File: config.mk
export PLATFORM = sky130hd
export DESIGN_NAME = l15_tag_sweep_ctrl
export DESIGN_NICKNAME = d
export VERILOG_FILES = /design/src/rtl/l15_tag_pkg.sv /design/src/rtl/l15_sweep_counter.sv /design/src/rtl/l15_tag_sweep_ctrl.sv
export SDC_FILE = /design/constraint.sdc
export NUM_CORES = 1
export LEC_CHECK = 0
export CORE_UTILIZATION = 37
export CTS_BUF_LIST = sky130_fd_sc_hd__clkbuf_8
export DETAILED_ROUTE_END_ITERATION = 8
export GPL_ROUTABILITY_DRIVEN = 0
export PLACE_DENSITY = 0.81
export SLEW_MARGIN = 20
export SYNTH_ARGS = -nofsm -noshare
export SYNTH_HDL_FRONTEND = slang
export SYNTH_SLANG_ARGS = --single-unit
export TNS_END_PERCENT = 50
File: constraint.sdc
create_clock -name clk -period 1.62 [get_ports clk]
set_clock_uncertainty 0.15 [all_clocks]
set_input_delay 0.162 -clock clk [delete_from_list [all_inputs] [get_ports clk]]
set_output_delay 0.162 -clock clk [all_outputs]
set_load 0.02 [all_outputs]
File: src/rtl/l15_tag_pkg.sv
// Shared types and constants for the L1.5 tag sweep controller.
package l15_tag_pkg;

  localparam int unsigned L15_NB_WAYS    = 4;
  localparam int unsigned L15_TAG_WIDTH  = 7;
  localparam int unsigned L15_ADDR_WIDTH = 6;
  localparam int unsigned NB_SETS        = 2 ** L15_ADDR_WIDTH;
  localparam int unsigned VALID_BIT      = L15_TAG_WIDTH - 1;

  typedef enum logic [1:0] {
    INIT,
    IDLE,
    FLUSH
  } tag_sweep_state_e;

endpackage

File: src/rtl/l15_sweep_counter.sv
// Set-index counter for invalidation sweeps; wraps naturally and flags the last set.
module l15_sweep_counter #(
  parameter int unsigned ADDR_WIDTH = 6
) (
  input  logic                  clk,
  input  logic                  rst,
  input  logic                  clr,
  input  logic                  en,
  output logic [ADDR_WIDTH-1:0] cnt,
  output logic                  tc
);

  always_ff @(posedge clk or posedge rst) begin
    if (rst) begin
      cnt <= '0;
    end else if (clr) begin
      cnt <= '0;
    end else if (en) begin
      cnt <= cnt + ADDR_WIDTH'(1);
    end
  end

  assign tc = (cnt == {ADDR_WIDTH{1'b1}});

endmodule

File: src/rtl/l15_tag_sweep_ctrl.sv
// Arbitrates controller tag accesses against init/flush invalidation sweeps
// in front of the per-way single-port tag RAMs.
module l15_tag_sweep_ctrl
  import l15_tag_pkg::*;
#(
  parameter int unsigned NB_WAYS    = L15_NB_WAYS,
  parameter int unsigned TAG_WIDTH  = L15_TAG_WIDTH,
  parameter int unsigned ADDR_WIDTH = L15_ADDR_WIDTH
) (
  input  logic                  clk,
  input  logic                  rst,
  input  logic                  flush_req_i,
  output logic                  flush_ack_o,
  output logic                  busy_o,
  input  logic                  ctrl_req_i,
  output logic                  ctrl_gnt_o,
  input  logic                  ctrl_write_i,
  input  logic [NB_WAYS-1:0]    ctrl_way_i,
  input  logic [ADDR_WIDTH-1:0] ctrl_addr_i,
  input  logic [TAG_WIDTH-1:0]  ctrl_wdata_i,
  output logic [NB_WAYS-1:0]    tag_req_o,
  output logic                  tag_write_o,
  output logic [ADDR_WIDTH-1:0] tag_addr_o,
  output logic [TAG_WIDTH-1:0]  tag_wdata_o
);

  tag_sweep_state_e state_q, state_d;
  logic pending_q, pending_d;
  logic ack_q, ack_d;
  logic [ADDR_WIDTH-1:0] cnt;
  logic cnt_tc;
  logic cnt_clr, cnt_en;

  assign cnt_en  = (state_q != IDLE);
  assign cnt_clr = (state_q == IDLE);

  l15_sweep_counter #(
    .ADDR_WIDTH (ADDR_WIDTH)
  ) u_cnt (
    .clk (clk),
    .rst (rst),
    .clr (cnt_clr),
    .en  (cnt_en),
    .cnt (cnt),
    .tc  (cnt_tc)
  );

  always_ff @(posedge clk or posedge rst) begin
    if (rst) begin
      state_q   <= INIT;
      pending_q <= 1'b0;
      ack_q     <= 1'b0;
    end else begin
      state_q   <= state_d;
      pending_q <= pending_d;
      ack_q     <= ack_d;
    end
  end

  // Next state, pending merge and the RAM access mux.
  always_comb begin
    state_d     = state_q;
    pending_d   = pending_q;
    ack_d       = 1'b0;
    busy_o      = 1'b1;
    ctrl_gnt_o  = 1'b0;
    tag_req_o   = '0;
    tag_write_o = 1'b0;
    tag_addr_o  = '0;
    tag_wdata_o = '0;
    flush_ack_o = ack_q;

    unique case (state_q)
      INIT, FLUSH: begin
        tag_req_o   = '1;
        tag_write_o = 1'b1;
        tag_addr_o  = cnt;
        if (flush_req_i) begin
          pending_d = 1'b1;
        end
        if (cnt_tc) begin
          // A request seen during the sweep chains straight into another one.
          if (pending_q || flush_req_i) begin
            state_d   = FLUSH;
            pending_d = 1'b0;
          end else begin
            state_d = IDLE;
            ack_d   = (state_q == FLUSH);
          end
        end
      end
      IDLE: begin
        busy_o = 1'b0;
        if (flush_req_i) begin
          state_d = FLUSH;
        end else if (ctrl_req_i) begin
          ctrl_gnt_o  = 1'b1;
          tag_req_o   = ctrl_write_i ? ctrl_way_i : '1;
          tag_write_o = ctrl_write_i;
          tag_addr_o  = ctrl_addr_i;
          tag_wdata_o = ctrl_wdata_i;
        end
      end
      default: begin
        state_d = INIT;
      end
    endcase

    // Hold every output at its reset value while rst is asserted.
    if (rst) begin
      flush_ack_o = 1'b0;
      busy_o      = 1'b1;
      ctrl_gnt_o  = 1'b0;
      tag_req_o   = '0;
      tag_write_o = 1'b0;
      tag_addr_o  = '0;
      tag_wdata_o = '0;
    end
  end

`ifndef SYNTHESIS
  a_onehot_write_way : assert property (@(posedge clk) disable iff (rst)
    (ctrl_gnt_o && ctrl_write_i) |-> $onehot(ctrl_way_i))
    else $error("controller write with non-one-hot way select %b", ctrl_way_i);
`endif

endmodule

==> flow_metrics.py <==
metrics = {
    "pwr": {
        "ir_worst_vdd_mv": 0.970,
        "p_leak_nw": 0.633,
        "p_per_area_nw_per_um2": 956,
        "power_w": 0.00131,
    },
    "timing": {
        "tightest_slew_ns": 0.284,
        "fin_setup_tns_ns": -3.59,
        "rsz0062_at_grt": "yes",
        "max_clock_freq_mhz": 533,
        "hold_ws_ns": 0.263,
        "maxSlewHeadroom_pct": 81.0,
        "setup_viol": 19,
        "finalHoldViolCount": 0,
        "drv_slew": 0,
        "period_needed_ns": 1.88,
        "setup_slack_ns": -0.256,
        "post-route-period-util_pct": 116,
    },
    "die": {
        "die_w_um": 45.1,
        "io_pins": 43,
        "rows": 15,
        "die_h_um": 45.1,
        "core_um2": 1730,
        "dieArea_um2": 2030,
        "initial_core_util_pct": 39.8,
    },
    "route": {
        "drc": 0,
        "ant_nets": 0,
        "vias_per_cell": 5.10,
        "wl_per_cell_um": 15.4,
        "dr_total_vias": 862,
        "drt_iter0_markers": 22,
        "wl_mm": 2.60,
        "drt_pass1_iterations": 4,
    },
    "clocking": {
        "clockBufferDepth": 2,
        "cts-root-buf": "clkbuf_8",
        "clkLatencyLatePin_ns": 0.23,
        "cts_tree": "built",
        "cts_made_buffers": 3,
        "cts.sinks": 10,
        "cts_hold_buffers": 0,
        "cts_htree_levels": 1,
        "clkTransAtPathRegs_ns": 0.04,
    },
    "synth": {
        "synth_edf_count": 0,
        "yosys-top-cells-count": "nor2_1, dfrtp_1, a21oi_1, and2_1, o21ai_0",
        "synth_area_um2": 687,
        "synth_flop_cell": "dfrtp_1",
        "syn_nets": 104,
        "synth.area.top_cells": "dfrtp_1, and2_1, nor2_1, a21oi_1, a22oi_1",
        "synth-seq-cells": 10,
        "yosys.cell_count.top_type": "nor2_1",
        "synth_cell_types": 25,
        "yosysTopAreaCellShare_pct": 36.4,
        "synthCells": 81,
        "avgSynthCellArea_um2": 8.48,
        "seq_area_frac_synth_pct": 36.4,
        "yosysTopAreaCell": "dfrtp_1",
        "yosys_warnings": 0,
        "async_reset_ff_share_pct": 100,
    },
    "critical_path": {
        "crit_chain": "and4bb_2 > buf_4 > o21ai_0 > a21oi_1 > buf_4",
        "reg2reg_slack_ns": 0.05,
        "r2r_start": "u_cnt.cnt[0]",
        "endpoint_kind": "output port",
        "cp-start-kind": "flip-flop",
        "timing.rr.end": "ack_q",
        "critical_path_class": "reg2out",
        "cp_slowest_cell": "dfrtp_1",
        "cp.arrival_ns": 1.56,
        "path_common_cell": "buf_4",
        "reg2reg_depth": 4,
        "cpPeakStageDelay_ns": 0.40,
        "path_max_fanout": 3,
        "required_ns": 1.31,
    },
    "run_status": {
        "violations": "setup timing",
        "status": "finished with violations",
    },
    "cells_and_area": {
        "fillCellCount": 115,
        "final_nets": 169,
        "seq_area_um2": 251,
        "utilization_pct": 79.6,
        "multi_input_area_um2": 454,
        "diodes": 0,
        "drive_gt1_share_pct": 44.4,
        "area_growth_pct": 100,
    },
    "global_routing": {
        "antenna_found_initial": 0,
        "grt_max_degree": 12,
        "grt_pass1_vias": 777,
        "grt_pass1_wl_mm": 3.73,
        "grt.total_usage_pct": 26.9,
        "gr-total-overflow": 0,
    },
    "run": {
        "cap_violations": 0,
    },
    "place": {
        "place.port_buffers": 42,
        "dp_slack_ns": -0.582,
        "hpwl_mm": 1.84,
    },
    "worst_hold_path": {
        "worstHoldPathType": "in2async",
    },
}
[state kept, by name, indices dropped and copies added (netlist names)]
name and cells:
u_cnt.cnt 6, state_q 2, ack_q 1, pending_q 1
[timing repair]
item,4_1_cts,5_1_grt
resized for setup,109,22
pin swaps,13,4
setup endpoints to repair,21,20
setup buffers,3,2
cloned,1,0
[worst max-delay path by stage]
stage                           start              to  depth (start not counted)
after floorplan            state_q[1]  tag_wdata_o[0]                          3
after detailed placement  flush_req_i  tag_wdata_o[2]                          5
after CTS                  state_q[1]  tag_wdata_o[2]                          5
after global routing       state_q[1]    tag_req_o[0]                          5
after global placement    flush_req_i  tag_wdata_o[2]                          5
final                      state_q[1]    tag_req_o[0]                          5
[metal layers]
layer	wire, um	part of all wire [%]	track usage, %	vias to the layer above
li1	-	-	-	413
met1	984	38	31.0	396
met5	0	0	0	-
met4	53	2.0	10.9	0
met3	227	8.7	7.20	6
met2	1340	51	47.0	47
[critical path, delay by kind of cell, from the launching register on]
family,cells,cell delay [ns]
AOI/OAI and AO/OA,2,0.28
buffers and inverters,2,0.30
DFF,1,0.40
and+or+nand+nor,1,0.37
[layout make-up]
type / count / share of cell area, %
clock buffers: 3 / 3.01
multi-input cells: 64 / 33.1
inverters: 4 / 1.09
flip-flops and latches: 10 / 18.3
repair buffers: 63 / 42.3
well taps: 25 / 2.28
[where the power goes]
group	leakage, nW	switching, W	internal [W]	total, W
Combinational	0.494	0.000303	0.000339	0.000642
Clock	0.0216	0.0000877	0.000162	0.000250
Sequential	0.117	0.0000872	0.000334	0.000421
Total	0.633	0.000478	0.000835	0.00131
[logic make-up after synthesis]
family,after synthesis,share of synthesized area [%]
adder cells (fa/ha/maj),1,1.82
AND/OR/NAND/NOR,38,33.0
AO/OA/AOI/OAI,22,18.8
flip-flops,10,36.4
XOR/XNOR,3,3.83
buffers and inverters,7,6.19
[through the flow]
stage / std cells / instance area [um2]
final: 169 / 1370
after global routing: 169 / 1370
after CTS: 167 / 1300
after detailed placement: 160 / 1240
after global placement: 160 / 1240
after floorplan: 81 / 696
[layout by cell type (no fill, tap or decap), types with 3 or more instances in the layout]
cell             count
a21oi_1              8
a22oi_2              4
and2_4               7
buf_4               26
buf_6               10
clkbuf_8             3
clkdlybuf4s50_1     21
dfrtp_1              9
inv_1                3
nand3_1              3
nor2_1              13
o21ai_2              3
Note: power is estimated with default switching activity, not from simulation.
